===== config.mk =====
export PLATFORM = sky130hd
export DESIGN_NAME = gray_conv_sched
export DESIGN_NICKNAME = d
export VERILOG_FILES = /design/src/rtl/gray_conv_sched.sv
export SDC_FILE = /design/constraint.sdc
export NUM_CORES = 1
export LEC_CHECK = 0
export BUFFER_PORTS_ARGS = -buffer_cell sky130_fd_sc_hd__buf_2
export CAP_MARGIN = 20
export CORE_MARGIN = 1
export CORE_UTILIZATION = 24
export CTS_BUF_LIST = sky130_fd_sc_hd__clkbuf_2
export DETAILED_ROUTE_END_ITERATION = 8
export PLACE_DENSITY = 0.41
export REMOVE_ABC_BUFFERS = 1
export SLEW_MARGIN = 20
export SYNTH_ARGS = -nofsm -noshare
export SYNTH_HDL_FRONTEND = slang
export SYNTH_SLANG_ARGS = --single-unit

===== constraint.sdc =====
create_clock -name clk -period 4.3 [get_ports clk]
set_clock_uncertainty 0.1 [all_clocks]
set_input_delay 0.645 -clock clk [delete_from_list [all_inputs] [get_ports clk]]
set_output_delay 0.645 -clock clk [all_outputs]
set_load 0.01 [all_outputs]

===== src/rtl/gray_conv_sched.sv =====
`default_nettype none
// ============================================================================
// Module      : gray_conv_sched
// Description : Round-robin shared Gray encoder / bit-serial Gray decoder with
//               an id-tagged valid/ready response channel.
// Revision    : 1.0 - initial release
// ============================================================================
module gray_conv_sched #(
   parameter int W   = 8,
   parameter int N   = 4,
   parameter int IDW = $clog2(N)
) (
   input  logic             clk,
   input  logic             rst,
   input  logic [N-1:0]     req_valid,
   input  logic [N-1:0]     req_mode,
   input  logic [N*W-1:0]   req_data,
   output logic [N-1:0]     req_ready,
   output logic             rsp_valid,
   input  logic             rsp_ready,
   output logic [IDW-1:0]   rsp_id,
   output logic [W-1:0]     rsp_data,
   output logic             busy
);

   localparam int KW = (W > 1) ? $clog2(W) : 1;

   typedef enum logic [1:0] {
      S_IDLE = 2'd0,
      S_ENC  = 2'd1,
      S_DEC  = 2'd2,
      S_RESP = 2'd3
   } state_t;

   state_t          r_state;
   state_t          w_state_nxt;
   logic [IDW-1:0]  r_ptr;
   logic [IDW-1:0]  r_id;
   logic [W-1:0]    r_op;
   logic [W-1:0]    r_res;
   logic [KW-1:0]   r_k;
   logic            r_acc;

   logic            w_any;
   logic [IDW-1:0]  w_gnt;
   logic [IDW-1:0]  w_cand;
   logic [N-1:0]    w_gnt_oh;
   logic [W-1:0]    w_grant_data;
   logic            w_dec_bit;

   function automatic logic [IDW-1:0] wrap_inc(input logic [IDW-1:0] v);
      wrap_inc = (int'(v) == N - 1) ? '0 : v + 1'b1;
   endfunction

   // Search upward from the round-robin pointer, wrapping modulo N.
   always_comb begin
      w_any  = 1'b0;
      w_gnt  = '0;
      w_cand = r_ptr;
      for (int j = 0; j < N; j++) begin
         if (!w_any && req_valid[w_cand]) begin
            w_any = 1'b1;
            w_gnt = w_cand;
         end
         w_cand = wrap_inc(w_cand);
      end
   end

   always_comb begin
      w_gnt_oh     = '0;
      w_grant_data = '0;
      for (int i = 0; i < N; i++) begin
         if (w_gnt == IDW'(i)) begin
            w_gnt_oh[i]  = 1'b1;
            w_grant_data = req_data[i*W +: W];
         end
      end
   end

   // Running prefix XOR: each new bit is the previous result bit XOR operand.
   assign w_dec_bit = r_acc ^ r_op[r_k];

   always_comb begin
      w_state_nxt = r_state;
      case (r_state)
         S_IDLE:  if (w_any) w_state_nxt = req_mode[w_gnt] ? S_DEC : S_ENC;
         S_ENC:   w_state_nxt = S_RESP;
         S_DEC:   if (r_k == '0) w_state_nxt = S_RESP;
         S_RESP:  if (rsp_ready) w_state_nxt = S_IDLE;
         default: w_state_nxt = S_IDLE;
      endcase
   end

   always_ff @(posedge clk or posedge rst) begin
      if (rst) begin
         r_state <= S_IDLE;
         r_ptr   <= '0;
         r_id    <= '0;
         r_op    <= '0;
         r_res   <= '0;
         r_k     <= '0;
         r_acc   <= 1'b0;
      end else begin
         r_state <= w_state_nxt;
         case (r_state)
            S_IDLE: begin
               if (w_any) begin
                  r_op  <= w_grant_data;
                  r_id  <= w_gnt;
                  r_ptr <= wrap_inc(w_gnt);
                  r_k   <= KW'(W - 1);
                  r_acc <= 1'b0;
                  r_res <= '0;
               end
            end
            S_ENC: r_res <= r_op ^ (r_op >> 1);
            S_DEC: begin
               r_res[r_k] <= w_dec_bit;
               r_acc      <= w_dec_bit;
               if (r_k != '0) r_k <= r_k - 1'b1;
            end
            default: ;
         endcase
      end
   end

   // Grant is blanked while reset is held so no request can be seen as taken.
   assign req_ready = (r_state == S_IDLE && w_any && !rst) ? w_gnt_oh : '0;
   assign rsp_valid = (r_state == S_RESP);
   assign rsp_data  = rsp_valid ? r_res : '0;
   assign rsp_id    = rsp_valid ? r_id  : '0;
   assign busy      = (r_state != S_IDLE);

endmodule
`default_nettype wire


==> qor.txt, run 1 <==
Status: completed
Commonest non-fill, non-tap cell in the layout: buf_2
First DRT Iteration DRCs: 98
Largest net degree at the start of global routing: 27
Congestion Overflow GR: 0
Port Buffers: 58
Post CTS Setup Buffer Count: 0
Yosys top cell area share: 0.292
Endpoints failing hold: 0
Hold_buf cts: 0
Core Util, Final: 0.298
DRT Pass-1 Iters: 6
CTS tree: yes
Total number of vias: 2008
Least-Margin Pin Slew: 0.578 ns
Sinks on Clock Net: 26
Top post-synthesis cells by area: dfrtp_1, ha_1, o21ai_0
Ant. Diodes: 0
Placer Congestion: 0.752
Clock root buffer: clkbuf_2
CTS clk-pin slew, worst paths: 0.26 ns
Post_cts resized: 0
Power Dens Cells: 809 nW/um^2
Crit path time final: 4.03 ns
Design Area, Final: 2640 um^2
Synth Area in XOR/XNOR: 0.0314
Max cap viols: 0
GRT Overall Usage: 0.124
Top FF cell, synth: dfrtp_1
Yosys reg bits: 26
Yosys warning total: 0
Crit Path Max Fanout: 17
Core Region: 8850 um^2
Antenna-violating nets left: 0
Area after DPL: 2590 um^2
Mux contribution to synthesized area: 0.0696
Vias per cell: 4.89
Synthesized cell area: 2230 um^2
Max Freq: 248 MHz
DPL Wire Length: 4440 um
Final Max Slew Viols: 0
Most frequent cells in the layout: buf_2, dfrtp_1, o21ai_0
Leak: 1.20 nW
Post-route setup TNS: 0 ns
Synth-to-Final Area Change: 18.2%
Number of synthesized flops with an enable pin: 0
Cells after DPL: 407
Largest family of logic cells by synthesized area: compound AO/OA/AOI/OAI gates
Via count of the first global-routing pass: 1988
# rows: 34
CTS Buf Count: 3
Synthesized instance count: 257
I/O pin count: 59
Die Span Y: 98.4 um
Worst path arrival time: 3.29 ns
Wire length per cell: 14.0 um
Synth Area in Compound Gates: 0.270
Antenna violations before repair: 0
Slew Limit Headroom: 0.613
Post-route DRC: 0
Nets@finish: 358
CP startpoint kind: flip-flop
Avg Cell Area, Syn: 8.68 um^2
Clk_lat worst skew: 0.37 ns
DIE AREA: 9680 um^2
Worst Path Class, Setup: reg2out
First-pass GRT wire length: 9890 um
Simple-gate share of the synthesized area: 0.208
WL final: 5760 um
Clock Path Buffers: 2
Number of H-tree levels: 1
Sequential area share after synthesis: 0.292
Area leader, netlist: dfrtp_1
Fillcell total: 955
VDD IR max: 446 uV
Ys async rst share: 1.00
HP Class: in2async
Netlist cell types: 58
Initial core utilization: 0.252
Die X: 98.4 um
RSZ-0062 raised after global routing: false
Area share of fa/ha/maj cells after synthesis: 0.0662
Worst EP required: 3.56 ns
Share of cells above drive strength 1: 0.261
Setup Viol. Count Final: 0
Final worst-path cycle share: 0.937
Final Non-Filler Cells: 411
CP Capture Type: primary output
==> report_power, final <==
part           total [mW]  internal [mW]  switching (mW)
Clock               0.160         0.0799          0.0803
Combinational        1.50          0.642           0.859
Sequential          0.469          0.353           0.116
==> layout make-up <==
cell class              count  area (um^2)  share of cell area
clock buffers               3         15.0             0.00570
well taps                 108          135              0.0513
inverters                  15         56.3              0.0214
flip-flops and latches     26          651               0.247
multi-input cells         198         1440               0.547
repair buffers             60          305               0.116
clock inverters             1         30.0              0.0114
==> registers in the layout, summed over array words and instances, names as in the netlist <==
signal and flops:
r_op 8, r_res 8, r_k 3, r_id 2, r_ptr 2, r_state 2, r_acc 1
==> per-stage QoR <==
step / worst slack (ns) / power (mW) / hold WS [ns]
floorplan: 0.924 / 1.59 / 0.342
global placement: 0.669 / 1.98 / 0.359
detailed placement: 0.622 / 1.97 / 0.367
CTS: 0.258 / 2.14 / 0.378
global route: 0.0384 / 2.37 / 0.188
finish: 0.270 / 2.13 / 0.184
==> routing by layer <==
layer / track usage / up-vias / share of wire
li1: - / 1042 / -
met1: 0.179 / 908 / 0.52
met2: 0.201 / 56 / 0.43
met3: 0.0193 / 2 / 0.039
met4: 0.0172 / 0 / 0.0063
met5: 0 / - / 0
==> final timing paths <==
kind                       startpoint           end  slack [ns]  depth (start not counted)
setup / recovery             r_ptr[0]  req_ready[3]        0.27                          9
max in group asynchronous         rst      r_res[6]        3.55                          2
min in group clk              r_id[0]       r_id[0]        0.42                          2
setup reg to reg             r_ptr[0]       r_op[0]        0.69                         12
hold reg to reg               r_id[0]       r_id[0]        0.42                          2
hold / removal                    rst      r_ptr[1]        0.18                          2
==> worst max-delay path: stages (launching register included) <==
cell and delay, ns:
dfrtp_1 0.51, ha_1 0.48, or4bb_1 0.51, a21oi_1 0.14, o311a_2 0.22, o31ai_4 0.11
inv_1 0.11, ha_1 0.49, and2_1 0.21, buf_2 0.13
==> cell usage after synthesis (3+ instances only) <==
library cell,number
dfrtp_1,26
nand3_1,4
mux2i_1,5
nand2b_1,4
nand2_1,14
buf_2,5
ha_1,11
o221ai_1,8
and2_1,15
a31oi_1,3
xnor2_1,7
inv_1,13
nor2b_1,15
nor3_1,10
clkbuf_1,10
a221oi_1,10
o21ai_0,23
a21oi_1,15
nor2_1,8
a211oi_1,4
==> kinds of logic (layout without fill, tap and decap cells) <==
| logic type | count (synthesis) | in the layout |
|---|---|---|
| compound gates | 84 | 84 |
| simple gates | 82 | 82 |
| buf+inv | 33 | 79 |
| flops | 26 | 26 |
| fa+ha+maj | 12 | 12 |
| mux | 12 | 12 |
| xor+xnor | 8 | 8 |
(Power assumes the default switching activity.)
==> run 2, diff against run 1 <==
Settings changed: ABC_AREA set to 1, GPL_ROUTABILITY_DRIVEN set to 0, PLACE_DENSITY 0.41 to 0.4, SKIP_CTS_REPAIR_TIMING set to 1.
==> qor.txt, run 2 <==
RSZ-0062 raised after global routing: false
Place WS: 0.863 ns
Worst path arrival time: 3.15 ns
Yosys warning total: 0
Dominant cell by count in the synthesized netlist: nand2_1
CTS Buf Count: 3
DIE AREA: 10100 um^2
Sinks on Clock Net: 26
Status: completed
Port Buffers: 58
Commonest cells in the netlist: nand2_1, inv_1, o21ai_0
Critical Path End: req_ready[1]
R2R cell count: 18
Yosys top cell area share: 0.278
Initial core utilization: 0.251
CP startpoint: r_ptr[0]
GRT Overall Usage: 0.138
Via count of the first global-routing pass: 2363
Clk_lat worst skew: 0.38 ns
Setup Viol. Count Final: 0
Reg2reg setup slack: 1.11 ns
GR peak layer: met2
CTS tree: yes
Wire length per cell: 11.8 um
Synthesized instance count: 375
Slew Limit Headroom: 0.665
Core Util, Final: 0.301
Avg Cell Area, Syn: 6.24 um^2
Worst Path Class, Setup: reg2out
Ant. Diodes: 0
Congestion Overflow GR: 0
First DRT Iteration DRCs: 98
CTS clk-pin slew, worst paths: 0.30 ns
CP Capture Type: primary output
Number of synthesized flops with an enable pin: 0
# rows: 35
Worst hold slack: 0.162 ns
Max cap viols: 0
Crit-path most repeated cell: nand2_1
Ys async rst share: 1.00
Nets@finish: 484
Post-route DRC: 0
Commonest non-fill, non-tap cell in the layout: nand2_1
Yosys reg bits: 26
Met3 usage: 0.0146
Core Region: 9330 um^2
Total number of vias: 2413
Share of cells above drive strength 1: 0.210
Die Span Y: 101 um
Worst EP required: 3.56 ns
Antenna violations before repair: 0
CP startpoint kind: flip-flop
Largest stage delay on the critical path: 0.51 ns
Worst path depth: 14
Area leader, netlist: dfrtp_1
Sequential area share after synthesis: 0.278
Crit path time final: 3.89 ns
I/O pin count: 59
Crit path buffers/inverters: 3
Top FF cell, synth: dfrtp_1
Least-Margin Pin Slew: 0.503 ns
Endpoints failing hold: 0
Antenna-violating nets left: 0
Die X: 101 um
Max Freq: 257 MHz
Clock root buffer: clkbuf_2
R2R Path End: r_op[6]
Final worst-path cycle share: 0.906
Post-route setup TNS: 0 ns
CP top delay family: simple AND/OR/NAND/NOR gates
Crit Path Max Fanout: 9
GR met1 Demand/Resource: 0.190
HP Class: in2async
Netlist cell types: 33
Largest net degree at the start of global routing: 28
DRT Pass-1 Iters: 4
Grt met2 use: 0.234
Clock Path Buffers: 2
Synth-to-Final Area Change: 20.0%
Critical path, cell by cell: ha_1 > nor2_2 > nand2_1 > nand3_1 > nand2_1 > nor2_4 > nand2_2 > nor2_2 > inv_1 > nand2_1 > ha_1 > clkinv_1 > nor2_1 > buf_2
Final Max Slew Viols: 0
Final WS setup: 0.406 ns
Reg2reg start: r_ptr[0]
DPL Wire Length: 5170 um
Vias per cell: 4.32
Largest registers: r_op (8), r_res (8), r_k (3)
Slowest CP cell: dfrtp_1
First-pass GRT wire length: 11200 um
Number of H-tree levels: 1
Top post-synthesis cells by area: dfrtp_1, nand2_1, inv_1
WL final: 6580 um
Synthesized cell area: 2340 um^2
Most frequent cells in the layout: nand2_1, buf_2, inv_1
## run 2: cell types whose count changed after synthesis, moves of 10 or more
cell and change:
and2_1 -15, nor2b_1 -15, nand3_1 +24, nor2_1 +21, nand2_1 +107, inv_1 +33
a221oi_1 -10
## run 2: worst min path at each step
stage	startpoint	end	slack [ns]	cells past startpoint
floorplan	r_id[1]	r_id[1]	0.35	2
global placement	r_res[7]	r_res[7]	0.39	2
detailed placement	r_id[1]	r_id[1]	0.39	2
CTS	rst	r_op[7]	0.15	3
global route	rst	r_op[7]	0.14	3
finish	rst	r_op[7]	0.16	3
## run 2: metrics by stage
step,cells,cell area (um^2)
4_1_cts,558,2810
3_3_place_gp,554,2760
2_1_floorplan,364,2290
5_1_grt,558,2810
6_report,558,2810
3_5_place_dp,554,2760
## run 2: worst register-to-register path, cell delays in order (launching register included)
cell	delay (ns)
dfrtp_1	0.51
ha_1	0.25
nor2_2	0.27
nand2_1	0.11
nand3_1	0.12
nand2_1	0.09
nor2_4	0.13
nand2_2	0.07
nor2_2	0.11
inv_1	0.05
nand2_1	0.13
ha_1	0.37
clkinv_1	0.30
nand3_1	0.14
nand2_1	0.05
o21ai_0	0.08
nand2_1	0.07
o211ai_1	0.10
o21ai_0	0.10
## run 2: cells by family after synthesis
family	Yosys count	synth area share
AOI/OAI and AO/OA	69	0.168
xor gates and xnor gates	2	0.0107
adders and majority gates	11	0.0588
buffers and inverters	64	0.107
DFF	26	0.278
and+or+nand+nor	203	0.377
## run 2: layer usage
layer  share of wire  up-vias
li1                -     1307
met1            0.51     1055
met2            0.45       49
met3           0.034        2
met4          0.0070        0
met5               0        -
## run 2: final cells by class
cell class	instances	area, um^2
clock inverter	1	30.0
inverter	53	199
sequential	26	651
tap	129	161
timing repair buffer	61	313
multi-input combinational	285	1440
fill	1099	6520
clock buffer	3	15.0
Power of run 2 is not shown: default switching activity piles up to over one toggle a cycle in this logic, so the estimate is an artifact.
